`config.mk`:
```
export PLATFORM = sky130hd
export DESIGN_NAME = fifo_write_arbiter
export DESIGN_NICKNAME = d
export VERILOG_FILES = /design/src/rtl/fifo_pkg.sv /design/src/rtl/fifo_write_arbiter_round_robin_pick.sv /design/src/rtl/fifo_write_arbiter.sv
export SDC_FILE = /design/constraint.sdc
export NUM_CORES = 1
export LEC_CHECK = 0
export CAP_MARGIN = 0
export CORE_ASPECT_RATIO = 0.6
export CORE_MARGIN = 2
export CORE_UTILIZATION = 41
export CTS_BUF_LIST = sky130_fd_sc_hd__clkbuf_16
export DETAILED_ROUTE_END_ITERATION = 7
export HOLD_SLACK_MARGIN = 0.03
export PLACE_DENSITY = 0.85
export SYNTH_ARGS = -nofsm -noshare
export SYNTH_HDL_FRONTEND = slang
export SYNTH_HIERARCHICAL = 1
export SYNTH_SLANG_ARGS = --single-unit
export TNS_END_PERCENT = 50
```
`constraint.sdc`:
```
create_clock -name CLK_w -period 2.7 [get_ports CLK_w]
set_clock_uncertainty 0.15 [all_clocks]
set_input_delay 0.54 -clock CLK_w [delete_from_list [all_inputs] [get_ports CLK_w]]
set_output_delay 0.54 -clock CLK_w [all_outputs]
set_load 0.01 [all_outputs]
```
`src/rtl/fifo_pkg.sv`:
```
// Shared types for the FIFO write-side logic: arbiter state encoding and
// the burst counter width helper.
package fifo_pkg;

  typedef enum logic {ST_IDLE, ST_GRANT} state_t;

  function automatic int cnt_width(input int max_burst);
    return $clog2(max_burst + 1);
  endfunction

endpackage

```
`src/rtl/fifo_write_arbiter_round_robin_pick.sv`:
```
// Combinational round-robin picker: scans req starting just after 'last',
// wrapping around, and returns the first set bit as a one-hot pick.
module round_robin_pick #(
  parameter int NUM_REQ = 4,
  parameter int IDX_W   = $clog2(NUM_REQ)
) (
  input  logic [NUM_REQ-1:0] req,
  input  logic [IDX_W-1:0]   last,
  output logic [NUM_REQ-1:0] pick,
  output logic               valid
);

  logic [IDX_W-1:0] idx;

  always_comb begin
    pick  = '0;
    valid = 1'b0;
    idx   = '0;
    for (int i = 1; i <= NUM_REQ; i++) begin
      idx = IDX_W'((int'(last) + i) % NUM_REQ);
      if (!valid && req[idx]) begin
        pick[idx] = 1'b1;
        valid     = 1'b1;
      end
    end
  end

endmodule

```
`src/rtl/fifo_write_arbiter.sv`:
```
// Round-robin owner of the FIFO write port with a bounded burst per grant;
// writes are gated by the FIFO Full flag.
module fifo_write_arbiter
  import fifo_pkg::*;
#(
  parameter int NUM_REQ    = 4,
  parameter int DATA_WIDTH = 8,
  parameter int MAX_BURST  = 4
) (
  input  logic                          CLK_w,
  input  logic                          RST_w,
  input  logic [NUM_REQ-1:0]            Req,
  input  logic [NUM_REQ*DATA_WIDTH-1:0] Data_in,
  input  logic                          Full,
  output logic [NUM_REQ-1:0]            Grant,
  output logic [NUM_REQ-1:0]            Ack,
  output logic                          EN_w,
  output logic [DATA_WIDTH-1:0]         W_data,
  output logic                          Busy
);

  localparam int IDX_W = $clog2(NUM_REQ);
  localparam int CNT_W = cnt_width(MAX_BURST);

  state_t               state_q, state_d;
  logic [NUM_REQ-1:0]   grant_q, grant_d;
  logic [IDX_W-1:0]     last_q, last_d;
  logic [CNT_W-1:0]     cnt_q, cnt_d;

  logic [NUM_REQ-1:0]   pick;
  logic                 pick_valid;
  logic [IDX_W-1:0]     pick_idx;
  logic                 owner_req;
  logic                 en_w;
  logic                 rel;

  // last_q always holds the current owner while granted, so one picker
  // serves both the idle arbitration and the release re-arbitration.
  round_robin_pick #(
    .NUM_REQ (NUM_REQ),
    .IDX_W   (IDX_W)
  ) u_pick (
    .req   (Req),
    .last  (last_q),
    .pick  (pick),
    .valid (pick_valid)
  );

  always_comb begin
    pick_idx = '0;
    for (int i = 0; i < NUM_REQ; i++) begin
      if (pick[i]) pick_idx = IDX_W'(i);
    end
  end

  always_comb begin
    owner_req = |(Req & grant_q);
    en_w      = (state_q == ST_GRANT) && owner_req && !Full;
    rel       = (state_q == ST_GRANT) &&
                ((en_w && (cnt_q == CNT_W'(MAX_BURST - 1))) || !owner_req);
    W_data    = '0;
    for (int i = 0; i < NUM_REQ; i++) begin
      if (grant_q[i]) W_data = Data_in[i*DATA_WIDTH +: DATA_WIDTH];
    end
  end

  assign EN_w  = en_w;
  assign Ack   = grant_q & {NUM_REQ{en_w}};
  assign Grant = grant_q;
  assign Busy  = (state_q == ST_GRANT);

  always_comb begin
    state_d = state_q;
    grant_d = grant_q;
    last_d  = last_q;
    cnt_d   = cnt_q;
    case (state_q)
      ST_IDLE: begin
        if (pick_valid) begin
          state_d = ST_GRANT;
          grant_d = pick;
          last_d  = pick_idx;
          cnt_d   = '0;
        end
      end
      ST_GRANT: begin
        if (rel) begin
          cnt_d = '0;
          if (pick_valid) begin
            grant_d = pick;
            last_d  = pick_idx;
          end else begin
            state_d = ST_IDLE;
            grant_d = '0;
          end
        end else if (en_w) begin
          cnt_d = cnt_q + 1'b1;
        end
      end
      default: begin
        state_d = ST_IDLE;
        grant_d = '0;
        cnt_d   = '0;
      end
    endcase
  end

  always_ff @(posedge CLK_w or posedge RST_w) begin
    if (RST_w) begin
      state_q <= ST_IDLE;
      grant_q <= '0;
      last_q  <= IDX_W'(NUM_REQ - 1);
      cnt_q   <= '0;
    end else begin
      state_q <= state_d;
      grant_q <= grant_d;
      last_q  <= last_d;
      cnt_q   <= cnt_d;
    end
  end

endmodule

```
==> run metrics, run 1 <==
result of the run complete, no violations; Clock Latency Late Sink 0.24 ns; type of the worst setup path in -> out; post-layout total power roughly 1.9 mW; hold path cells 1; most repeated cell in the gate-level netlist after synthesis sky130_fd_sc_hd__nand2_1; number of antenna violations at the first check in global routing 0; layout cell share with drive strength beyond 1 0.150; core region area 0.00283 sq mm; cell types with the largest area share after synthesis sky130_fd_sc_hd__dfrtp_1, sky130_fd_sc_hd__ha_1, sky130_fd_sc_hd__mux2i_1; number of buffers created by CTS 3; proportion of synthesized flip-flops having asynchronous set or reset 1.00; flip-flop and latch count after synthesis 10; average wire per cell in the routed design 17.0 um; area of the die 0.00340 sq mm; beginning of the worst hold path cnt_q[2]; max-cap viol count 0; worst-case hold path end point cnt_q[2]; Critical R2R Launch last_q[1]; summed area of non-filler cells in the final layout between 0.0015 and 0.002 sq mm; main flop type after synthesis sky130_fd_sc_hd__dfrtp_1; leakage 0.921 nW; library cells used by synthesis 36; detailed-route via count approximately 1400; peak clock frequency supported by timing between 300 and 400 MHz; number of sinks handled by clock tree synthesis 10; type of the tightest min-delay check reg -> reg; DRT Pass-1 Iters 4; effective utilization at floorplan 0.424; average footprint of a synthesized cell 8.78 sq um; layout filler cell count 220; number of routed nets with antenna violations 0; worst path setup slack after routing about 0.072 ns; Worst IR Drop VDD 0.481 mV; placement-stage worst setup slack -0.313 ns; Worst EP required 2.01 ns; weighted congestion at the end of routability-driven global placement between 0.8 and 0.9; initial drt markers 60; post-route clock period utilization 0.973; hold bufs inserted after CTS 0; number of antenna repair diodes 0; synthesized instance count 137; TritonCTS clock tree built; global-route wire length before repair 6.53 mm; WL final 4.21 mm; Power Density 950 mW/mm^2; area overhead of the layout relative to synthesis 65.9%; overall track demand over capacity in global routing 0.256; count of nets after finishing ~260; startpoint type of the worst setup path input pin; via count of the first global-routing pass 1378; master cell of the clock root buffer sky130_fd_sc_hd__clkbuf_16; overall die width 73.9 um; share of Yosys cell area claimed by the top area cell type 0.166; syn_nets between 150 and 200; Post-Syn Area ~0.0012 sq mm; Syn. warnings 6; count of standard-cell rows 15; worst-margin pin slew 0.495 ns; vertical die dimension 45.9 um; largest net degree at the start of global routing 20; final core occ 0.704; Worst Path Arrival 1.94 ns; count of non-filler cells in the finished layout 248; H-tree depth 1; R2R depth 9; final routed DRC violation total 0; slack of the worst reg-to-reg path 0.16 ns; library cell with the largest summed area after synthesis sky130_fd_sc_hd__dfrtp_1; remaining max-slew budget at the tightest pin 0.666; Buffers on Ports 56; Critical R2R Capture last_q[0]; Period minus WS final ~2.6 ns; TNS Setup 0 ns; max-slew violations 0; synth cell count leaders sky130_fd_sc_hd__nand2_1, sky130_fd_sc_hd__inv_1, sky130_fd_sc_hd__ha_1; detail-routed via count per cell 5.54; Clk pin slew, worst setup/hold paths 0.04 ns; worst hold-check slack 0.370 ns; largest fanout of any net on the critical path 6; sum of net half-perimeters after detailed placement ~3.2 mm; Placed Area around 0.0019 sq mm; CP Capture Type primary output; number of top-level design ports 57; final-report setup violation count 0; hold violation count in the final report 0; number of flops mapped to enable cells by yosys 0; fraction of the yosys area taken by sequential cells 0.210; placed cell count 243; maximum clock insertion buffer count 2; final global-route overflow total 0
==> logic make-up (layout without fill, tap and decap cells) <==
group | count (synthesis) | count (layout) | synth area share
flops | 10 | 10 | 0.210
simple gates | 45 | 45 | 0.201
fa+ha+maj | 10 | 10 | 0.104
buf+inv | 19 | 88 | 0.0812
compound gates | 42 | 42 | 0.297
mux | 11 | 11 | 0.107
==> where the power goes <==
| part | internal, mW | switching, mW | total, mW | leakage, nW |
|---|---|---|---|---|
| Sequential | 0.213 | 0.0449 | 0.258 | 0.124 |
| Combinational | 0.695 | 0.677 | 1.37 | 0.755 |
| Clock | 0.194 | 0.0704 | 0.265 | 0.0423 |
| Total | 1.10 | 0.793 | 1.89 | 0.921 |
==> cell type report <==
| class | count | area [sq um] | area share |
|---|---|---|---|
| timing repair buffer | 73 | 696 | 0.349 |
| tap | 42 | 52.6 | 0.0263 |
| clock inverter | 1 | 3.75 | 0.00188 |
| multi-input combinational | 108 | 873 | 0.438 |
| inverter | 11 | 41.3 | 0.0207 |
| clock buffer | 3 | 75.1 | 0.0376 |
| sequential | 10 | 253 | 0.127 |
==> layout by cell type (no fill, tap or decap), types with 2 or more instances in the layout <==
master,count
sky130_fd_sc_hd__mux2i_1,8
sky130_fd_sc_hd__nand4_1,2
sky130_fd_sc_hd__ha_1,10
sky130_fd_sc_hd__a221oi_1,7
sky130_fd_sc_hd__nor2b_1,9
sky130_fd_sc_hd__a22o_1,6
sky130_fd_sc_hd__buf_4,17
sky130_fd_sc_hd__dfrtp_1,8
sky130_fd_sc_hd__nand2b_1,2
sky130_fd_sc_hd__dlymetal6s2s_1,5
sky130_fd_sc_hd__and2_1,5
sky130_fd_sc_hd__clkdlybuf4s50_1,47
sky130_fd_sc_hd__dfstp_2,2
sky130_fd_sc_hd__o31ai_1,8
sky130_fd_sc_hd__inv_1,12
sky130_fd_sc_hd__clkbuf_16,3
sky130_fd_sc_hd__o21ai_0,2
sky130_fd_sc_hd__nor2_1,5
sky130_fd_sc_hd__nand2_1,14
sky130_fd_sc_hd__a221o_1,4
sky130_fd_sc_hd__dlygate4sd2_1,4
sky130_fd_sc_hd__mux2_2,2
sky130_fd_sc_hd__a21oi_1,6
==> worst max-delay path by stage <==
stage | from | end | slack (ns) | depth (start not counted)
2_1_floorplan | last_q[1] | Grant[2] | 0.21 | 8
3_3_place_gp | Req[0] | Ack[0] | -0.20 | 6
3_5_place_dp | Req[0] | Ack[2] | -0.31 | 6
4_1_cts | Req[0] | EN_w | 0.01 | 5
5_1_grt | Grant[0] | W_data[0] | -0.002 | 5
6_report | Req[3] | Ack[2] | 0.07 | 6
==> what timing repair did <==
| item | in CTS | in global routing |
|---|---|---|
| pin swaps | 0 | 1 |
| endpoints found under the setup margin | 5 | 11 |
| gates resized for setup | 7 | 7 |
| buffers inserted | 0 | 1 |
==> critical path, stage by stage <==
cell and delay, ns:
sky130_fd_sc_hd__clkdlybuf4s50_1 0.43, sky130_fd_sc_hd__a22o_4 0.24, sky130_fd_sc_hd__o21ai_4 0.20, sky130_fd_sc_hd__nor2_4 0.07, sky130_fd_sc_hd__and2_1 0.16, sky130_fd_sc_hd__dlygate4sd2_1 0.29
==> state kept, by name (all words and copies together) (netlist names) <==
| name | cells |
|---|---|
| Grant | 4 |
| cnt_q | 3 |
| last_q | 2 |
| Busy | 1 |
==> metal layers <==
| metal | global-route usage | routed length, um | share of wire | up-vias |
|---|---|---|---|---|
| met1 | 0.325 | 1800 | 0.43 | 657 |
| met4 | 0.109 | 83 | 0.020 | 0 |
| li1 | - | - | - | 651 |
| met2 | 0.454 | 2160 | 0.51 | 57 |
| met3 | 0.0199 | 163 | 0.039 | 10 |
| met5 | 0 | 0 | 0 | - |
Note: power is estimated with default switching activity, not from simulation.
==> run 2, diff against run 1 <==
- ABC_CLOCK_PERIOD_IN_PS: not set -> 2700
==> results of run 2 <==
The final DEF is identical to that of run 1; final timing and power are the same.
==> run 3, diff against run 2 <==
- CORE_MARGIN: 2 -> 5
- REMOVE_ABC_BUFFERS: not set -> 1
==> run 3 against run 2 <==
Cell count decreased by 0.81%. Sequential power about the same. Setup slack got worse by 0.0087 ns. Sequential cell count unchanged. Critical path type unchanged. Largest cell class unchanged.
==> run metrics, run 3 (same netlist as run 1, synthesis figures left out) <==
result of the run complete, no violations; portion of total power attributed to sequential cells 0.134; area of the die 0.00415 sq mm; Worst Path Arrival 1.95 ns; number of sinks handled by clock tree synthesis 10; effective utilization at floorplan 0.424; startpoint type of the worst setup path input pin; overall die width 79.9 um; power share of the clock group 0.141; number of routed nets with antenna violations 0; leading cell type in the layout, fill and taps excluded sky130_fd_sc_hd__clkdlybuf4s50_1; detailed-route via count around 1400; type of the tightest min-delay check reg -> reg; cell-internal power 1.08 mW; H-tree depth 1; TNS Setup 0 ns; count of non-filler cells in the finished layout roughly 250; global-route wire length before repair ~7.5 mm; CP Capture Type primary output; Worst IR Drop VDD 0.417 mV; top library cells by usage in the layout, fill and taps aside sky130_fd_sc_hd__clkdlybuf4s50_1, sky130_fd_sc_hd__buf_4, sky130_fd_sc_hd__nand2_1; Clock Latency Late Sink 0.24 ns; maximum clock insertion buffer count 2; max-cap viol count 0; vertical die dimension 51.9 um; initial drt markers 110; post-route clock period utilization 0.976; worst path setup slack after routing 0.0635 ns; RSZ-0062 raised after global routing false; peak clock frequency supported by timing 379 MHz; layout filler cell count 202; hold violation count in the final report 0; Setup Buffers After CTS 0; via count of the first global-routing pass 1482; Largest register FFs 4; Period minus WS final 2.64 ns; FF/Latch Area 253 sq um; final global-route overflow total 0; switching power summed over all nets 829 uW; Power Density between 900 and 1000 mW/mm^2; part of the total power dissipated in combinational logic 0.726; count of standard-cell rows 15; largest net degree at the start of global routing 20; area of the multi-input gates slightly below 900 sq um; hold bufs inserted after CTS 0; proportion of total power due to net switching 0.434; area overhead of the layout relative to synthesis 64.4%; average wire per cell in the routed design 19.3 um; core region area around 0.0028 sq mm; master cell of the clock root buffer sky130_fd_sc_hd__clkbuf_16; leakage 0.923 nW; number of top-level design ports 57; Clk pin slew, worst setup/hold paths ~0.040 ns; DRT Pass-1 Iters 4; worst hold-check slack 0.369 ns; remaining max-slew budget at the tightest pin 0.639; count of nets after finishing 254; TritonCTS clock tree built; Buffers on Ports 56; number of buffers created by CTS 3; weighted congestion at the end of routability-driven global placement 0.952; layout cell share with drive strength beyond 1 0.142; WL final 4.74 mm; overall track demand over capacity in global routing 0.236; max-slew violations 0; number of antenna violations at the first check in global routing 0; type of the worst setup path in -> out; sum of net half-perimeters after detailed placement ~3.5 mm; Worst EP required 2.01 ns; final routed DRC violation total 0; worst-margin pin slew 0.535 ns; final-report setup violation count 0; detail-routed via count per cell ~5.7; largest fanout of any net on the critical path 6; placed cell count approximately 240; placement-stage worst setup slack -0.244 ns; number of antenna repair diodes 0
run 3: cell types whose count changed in the layout (fill, tap and decap cells not counted):
cell | before | now
sky130_fd_sc_hd__dlygate4sd2_1 | 4 | 5
sky130_fd_sc_hd__dlymetal6s2s_1 | 5 | 6
sky130_fd_sc_hd__inv_1 | 12 | 11
sky130_fd_sc_hd__buf_4 | 17 | 15
sky130_fd_sc_hd__a221oi_1 | 7 | 8
sky130_fd_sc_hd__clkdlybuf4s50_1 | 47 | 45
sky130_fd_sc_hd__clkinv_1 | 0 | 1
sky130_fd_sc_hd__ha_2 | 0 | 1
sky130_fd_sc_hd__a221oi_2 | 1 | 0
sky130_fd_sc_hd__ha_1 | 10 | 9
run 3: path summary, 6_finish.rpt:
| check | start | endpoint | cells past startpoint | slack [ns] |
|---|---|---|---|---|
| worst max-delay path | Req[0] | Ack[3] | 6 | 0.06 |
| worst min-delay path | cnt_q[2] | cnt_q[2] | 1 | 0.37 |
| worst max register to register | last_q[1] | last_q[0] | 9 | 0.13 |
| worst min register to register | cnt_q[2] | cnt_q[2] | 1 | 0.37 |
| max in group asynchronous | RST_w | last_q[0] | 2 | 1.62 |
| min in group asynchronous | RST_w | cnt_q[0] | 2 | 0.46 |
run 3: per-stage QoR:
step	area [sq um]	total power, mW	utilization
2_1_floorplan	1150	1.03	-
3_3_place_gp	1870	1.52	0.660
3_5_place_dp	1870	1.60	0.660
4_1_cts	1960	1.89	0.691
5_1_grt	1980	2.03	0.698
6_report	1980	1.91	0.698
run 3: timing repair:
item | in CTS | in global routing
pin swaps | 0 | 1
endpoints found under the setup margin | 6 | 11
gates resized for setup | 8 | 8
run 3: power by group through the flow:
stage	clock, mW	combinational, mW	sequential (mW)
5_1_grt	0.281	1.49	0.262
4_1_cts	0.269	1.37	0.255
6_report	0.269	1.39	0.255
3_3_place_gp	0	1.26	0.253
2_1_floorplan	0	0.709	0.322
3_5_place_dp	0	1.34	0.255
run 3: cell type report:
class | count | share of cell area
clock buffer | 3 | 0.0380
clock inverter | 1 | 0.00190
inverter | 11 | 0.0209
multi-input combinational | 108 | 0.440
sequential | 10 | 0.128
tap | 42 | 0.0266
timing repair buffer | 71 | 0.345
run 3: per-layer routing:
| metal | global-route usage | part of all wire |
|---|---|---|
| met1 | 0.268 | 0.37 |
| met2 | 0.422 | 0.54 |
| met3 | 0.0571 | 0.049 |
| met5 | 0 | 0 |
| met4 | 0.107 | 0.042 |
run 3: worst max-delay path, cell delays in order:
cell	delay, ns
sky130_fd_sc_hd__clkdlybuf4s50_1	0.43
sky130_fd_sc_hd__a22o_2	0.28
sky130_fd_sc_hd__o21ai_4	0.20
sky130_fd_sc_hd__nor2_4	0.06
sky130_fd_sc_hd__and2_1	0.15
sky130_fd_sc_hd__dlygate4sd2_1	0.28
==> RTL change 1, RTL diff (settings of run 1) <==
`DATA_WIDTH`: 8 -> 9.
--- a/src/rtl/fifo_write_arbiter.sv
+++ b/src/rtl/fifo_write_arbiter.sv
@@ -5,5 +5,5 @@
 #(
   parameter int NUM_REQ    = 4,
-  parameter int DATA_WIDTH = 8,
+  parameter int DATA_WIDTH = 9,
   parameter int MAX_BURST  = 4
 ) (
Interface: changed (resized Data_in and W_data); port bits go from 57 to 62. The function was not compared with the original's and may differ.
==> RTL change 1 against run 1 <==
Design area grew 4.5%. Sequential power grew 2%. Highest routed layer unchanged. Core utilization grew 2.7 points. Sequential share of layout area shrank 0.49 points. Routed wire length shrank 5.9%. Total power grew 2.2%. Synthesized area grew 1.4%. Die area grew 1.3%. Worst hold slack lost 2.9 ps. Largest cell class unchanged. Non-clock buffer count grew 6. Sequential cell count is the same. Cell count grew 4.0%. Via count shrank 0.22%. Setup slack lost 49 ps.
==> RTL change 1: results (changes against run 1) <==
stage	metric	value	unit	change
status	status	complete, no violations		
logic_synthesis	Synth Area in XOR/XNOR	0		unchanged
global_route	vias in the first global route	1338		-2.9%
routing	1st-pass router iterations	6		+2
logic_synthesis	Adder-Cell Fraction of Synth Area	0.103		-0.00139
clock_network	Reg clk slew, reported paths	40	ps	about the same
critical_path	CP max FO	1		-5
global_route	first-pass GRT wire length	6120	microns	-6.3%
logic_synthesis	Mapped Nets	194		+4.3%
logic_synthesis	Compound-Gate Fraction of Synth Area	0.306		+0.00939
final_layout	post-route insts no fill	258		+4.0%
power	VDD IR max	0.000478	V	-0.60%
logic_synthesis	Post-synth top cells	nand2_1 (15), inv_1 (11), ha_1 (10), nor2b_1 (10)		
place	Detailed Place HPWL	3100	microns	-3.9%
clock_network	CTS H-Tree Depth	1		unchanged
global_route	pin count of the biggest net entering global routing	22		+10%
place	# port buffers	61		+8.9%
clock_network	CTS buffer count	3		unchanged
final_layout	layout cell share with drive strength beyond 1	0.153		+0.00229
critical_path	R2R Setup Slk	210	ps	+50 ps
place	placed cell count	254		+4.5%
clock_network	Clock Root Buffer	clkbuf_16		
routing	final WL	3960	microns	-5.9%
timing	Fmax	0.374	GHz	-1.8%
power	leakage	0.975	nW	+5.8%
logic_synthesis	portion of netlist area occupied by mux cells	0.106		-0.00143
place	worst slack, placed	-333	ps	-20.2 ps
global_route	Global Route Usage Sum	0.234		-0.0219
logic_synthesis	Syn Inst Count	141		+2.9%
routing	vias	1372		-0.22%
final_layout	Final #Nets	270		+5.5%
logic_synthesis	Area contributors post-synth	dfrtp_1 (16%), ha_1 (10%), mux2i_1 (6.6%)		
place	RePlAce Congestion	0.869		+2.5%
timing	Slew HR	0.648		-0.0184
logic_synthesis	sequential area share after synthesis	0.207		-0.00281
==> RTL change 1: cell count changes after synthesis, sizes merged <==
cell	change
nor2b	+1
nand2	+1
buf	-1
o31ai	+1
a221oi	+1
clkbuf	+1
==> RTL change 1: what timing repair did <==
action                                  CTS  global route
resized for setup                         8             9
hold buffers                              0             0
endpoints found under the setup margin    6            13
==> RTL change 1: path summary, 6_finish.rpt <==
kind | from | endpoint | cells past startpoint
min in group asynchronous | RST_w | cnt_q[2] | 2
hold reg to reg | cnt_q[2] | cnt_q[2] | 1
hold / removal | cnt_q[2] | cnt_q[2] | 1
setup reg to reg | last_q[1] | last_q[0] | 10
setup / recovery | Data_in[17] | W_data[8] | 4
max in group asynchronous | RST_w | last_q[1] | 2
==> RTL change 1: per-layer routing <==
metal | vias to the layer above | track usage | share of wire
met1 | 660 | 0.312 | 0.46
met2 | 23 | 0.391 | 0.50
li1 | 683 | - | -
met5 | - | 0 | 0
met3 | 6 | 0.0394 | 0.023
met4 | 0 | 0.0750 | 0.017
==> RTL change 1: final cells by class <==
cell class / count / share of cell area
multi-input cells: 112 / 0.432
inverters: 11 / 0.0198
repair buffers: 79 / 0.364
clock buffers: 3 / 0.0360
well taps: 42 / 0.0252
clock inverters: 1 / 0.00180
flip-flops and latches: 10 / 0.122
==> RTL change 1: per-stage QoR <==
stage                     area (sq um)  setup TNS, ps  hold slack, ps
after detailed placement          1970          -1460             354
after global routing              2080          -5.77             373
final                             2080              0             368
after global placement            1970          -1400             338
after CTS                         2070              0             367
after floorplan                   1220              0             229
==> RTL change 1: logic make-up after synthesis <==
kind of cell | after synthesis
AOI/OAI and AO/OA | 44
adders and majority gates | 10
buffers and inverters | 19
DFF | 10
muxes | 11
and+or+nand+nor | 47
==> RTL change 1: report_power, final <==
| part | total, mW | leakage (nW) | switching [mW] | internal (mW) |
|---|---|---|---|---|
| logic | 1.41 | 0.814 | 0.672 | 0.740 |
| clock network | 0.261 | 0.0385 | 0.0673 | 0.194 |
| registers | 0.263 | 0.122 | 0.0492 | 0.214 |
| total | 1.94 | 0.975 | 0.788 | 1.15 |
==> RTL change 1: worst max-delay path, stage by stage <==
cell             delay, ps
clkdlybuf4s50_1        520
a221oi_2               100
o31ai_1                250
clkdlybuf4s50_1        580
==> RTL change 2, RTL diff (config.mk and constraints of run 1) <==
Made on the original files. Make the reset (`RST_w`) synchronous in one clocked block.
--- a/src/rtl/fifo_write_arbiter.sv
+++ b/src/rtl/fifo_write_arbiter.sv
@@ -106,5 +106,5 @@
   end
 
-  always_ff @(posedge CLK_w or posedge RST_w) begin
+  always_ff @(posedge CLK_w) begin
     if (RST_w) begin
       state_q <= ST_IDLE;
Check against the original RTL: differs if RST_w is asserted again (counterexample within 4 cycles, from zero or initial values and one cycle with RST_w high); with RST_w held inactive, the same outputs for 4 cycles.
==> RTL change 2 against run 1 <==
Synthesized area is 0.94% higher. Sequential power is 10% lower. Non-clock buffer count is 2 lower. Cell count is 2.8% higher. Routed wire length is 1.9% higher. First-iteration DRC count is 90% higher. Clock power is 3% higher. Sequential cell count stayed put. Setup slack worse by 59 ps. Fmax is 2.2% lower. Design area is 0.13% lower. Total power is 0.43% lower. Synthesized cell count is 6.6% higher. Largest cell class unchanged.
==> RTL change 2: results (changes against run 1) <==
stage	metric	value	unit	change
logic_synthesis	Mapped Nets	195		+4.8%
power	leakage	0.864	nW	-6.2%
critical_path	CP max FO	8		+2
logic_synthesis	Mean Syn Cell Area	8.31	sq um	-5.3%
routing	Iter 0 DRT Violations	114		+90%
global_route	Global Route Usage Sum	0.247		-0.00851
place	placed instance area	1900	sq um	+1.0%
place	worst slack, placed	-265	ps	+47.9 ps
logic_synthesis	Post-synth top cells	nand2_1 (16), inv_1 (14), dfxtp_1 (10), ha_1 (10), mux2i_1 (10)		
routing	final WL	4290	microns	+1.9%
final_layout	layout cell share with drive strength beyond 1	0.146		-0.00495
timing	Slew HR	0.562		-0.104
logic_synthesis	top-area cell type share of the netlist area	0.165		-0.00154
final_layout	n_diodes	0		unchanged
critical_path	Crit path largest cell delay	600	ps	+170 ps
logic_synthesis	sequential area share after synthesis	0.165		-0.0452
logic_synthesis	Area contributors post-synth	dfxtp_1 (16%), ha_1 (10%), mux2i_1 (8.2%)		
place	Detailed Place HPWL	3230	microns	+0.17%
final_layout	Final #Nets	264		+3.1%
place	RePlAce Congestion	0.973		+15%
logic_synthesis	Post-synth ARST share	0		-1.00
logic_synthesis	post-synth cell types	35		-2.8%
global_route	vias in the first global route	1374		-0.29%
critical_path	Worst EP arrival	2000	ps	+60 ps
place	placed cell count	252		+3.7%
status	status	complete, no violations		
[RTL change 2: changes by cell type after synthesis, sizes merged, moves of 2 or more]
cell,change
o32ai,+4
nand2,+3
mux2i,+2
a22oi,+2
a22o,-8
nor3,+2
dfrtp,-8
dfstp,-2
nand2b,+4
a21oi,-3
inv,+3
dfxtp,+10
a211oi,+3
[RTL change 2: power breakdown]
part | internal (mW) | switching [mW]
clock | 0.193 | 0.0792
sequential | 0.192 | 0.0391
combinational | 0.703 | 0.680
[RTL change 2: layout make-up]
type | count | area (sq um) | area share
well taps | 42 | 52.6 | 0.0264
repair buffers | 71 | 678 | 0.340
multi-input cells | 115 | 933 | 0.469
flip-flops and latches | 10 | 200 | 0.101
inverters | 14 | 52.6 | 0.0264
clock buffers | 3 | 75.1 | 0.0377
[RTL change 2: layer usage]
| metal | part of all wire | global-route usage | wire length [microns] |
|---|---|---|---|
| met5 | 0 | 0 | 0 |
| met4 | 0.016 | 0.0500 | 69 |
| met3 | 0.067 | 0.0591 | 288 |
| met2 | 0.51 | 0.439 | 2210 |
| met1 | 0.40 | 0.311 | 1720 |
[RTL change 2: cells by family (layout without fill, tap and decap cells)]
| kind of cell | Yosys count | in the layout | synth area share |
|---|---|---|---|
| flip-flops | 10 | 10 | 0.165 |
| buffers and inverters | 21 | 88 | 0.0773 |
| AND/OR/NAND/NOR | 52 | 52 | 0.229 |
| adder cells (fa/ha/maj) | 10 | 10 | 0.103 |
| multiplexers | 13 | 13 | 0.123 |
| AO/OA/AOI/OAI | 40 | 40 | 0.303 |
[RTL change 2: what timing repair did]
item,in CTS,in global routing
gates cloned,0,0
hold buffers,0,0
endpoints found under the setup margin,5,6
pin swaps,1,3
resized for setup,7,7
[RTL change 2: path summary, 6_finish.rpt]
check                           slack (ps)  startpoint        end  cells past startpoint
worst min-delay path                   350    cnt_q[2]   cnt_q[2]                      2
worst max register to register         300   last_q[1]  last_q[1]                      8
worst max-delay path                    10    Grant[0]  W_data[3]                      6
worst min register to register         350    cnt_q[2]   cnt_q[2]                      2
[RTL change 2: worst register-to-register path, stage by stage (launching register included)]
cell     delay, ps
dfxtp_1        320
inv_1           80
ha_1           420
mux2_2         360
nand4_1         80
o21ai_1        150
a221o_1        380
nor3_1         220
mux2i_1        110
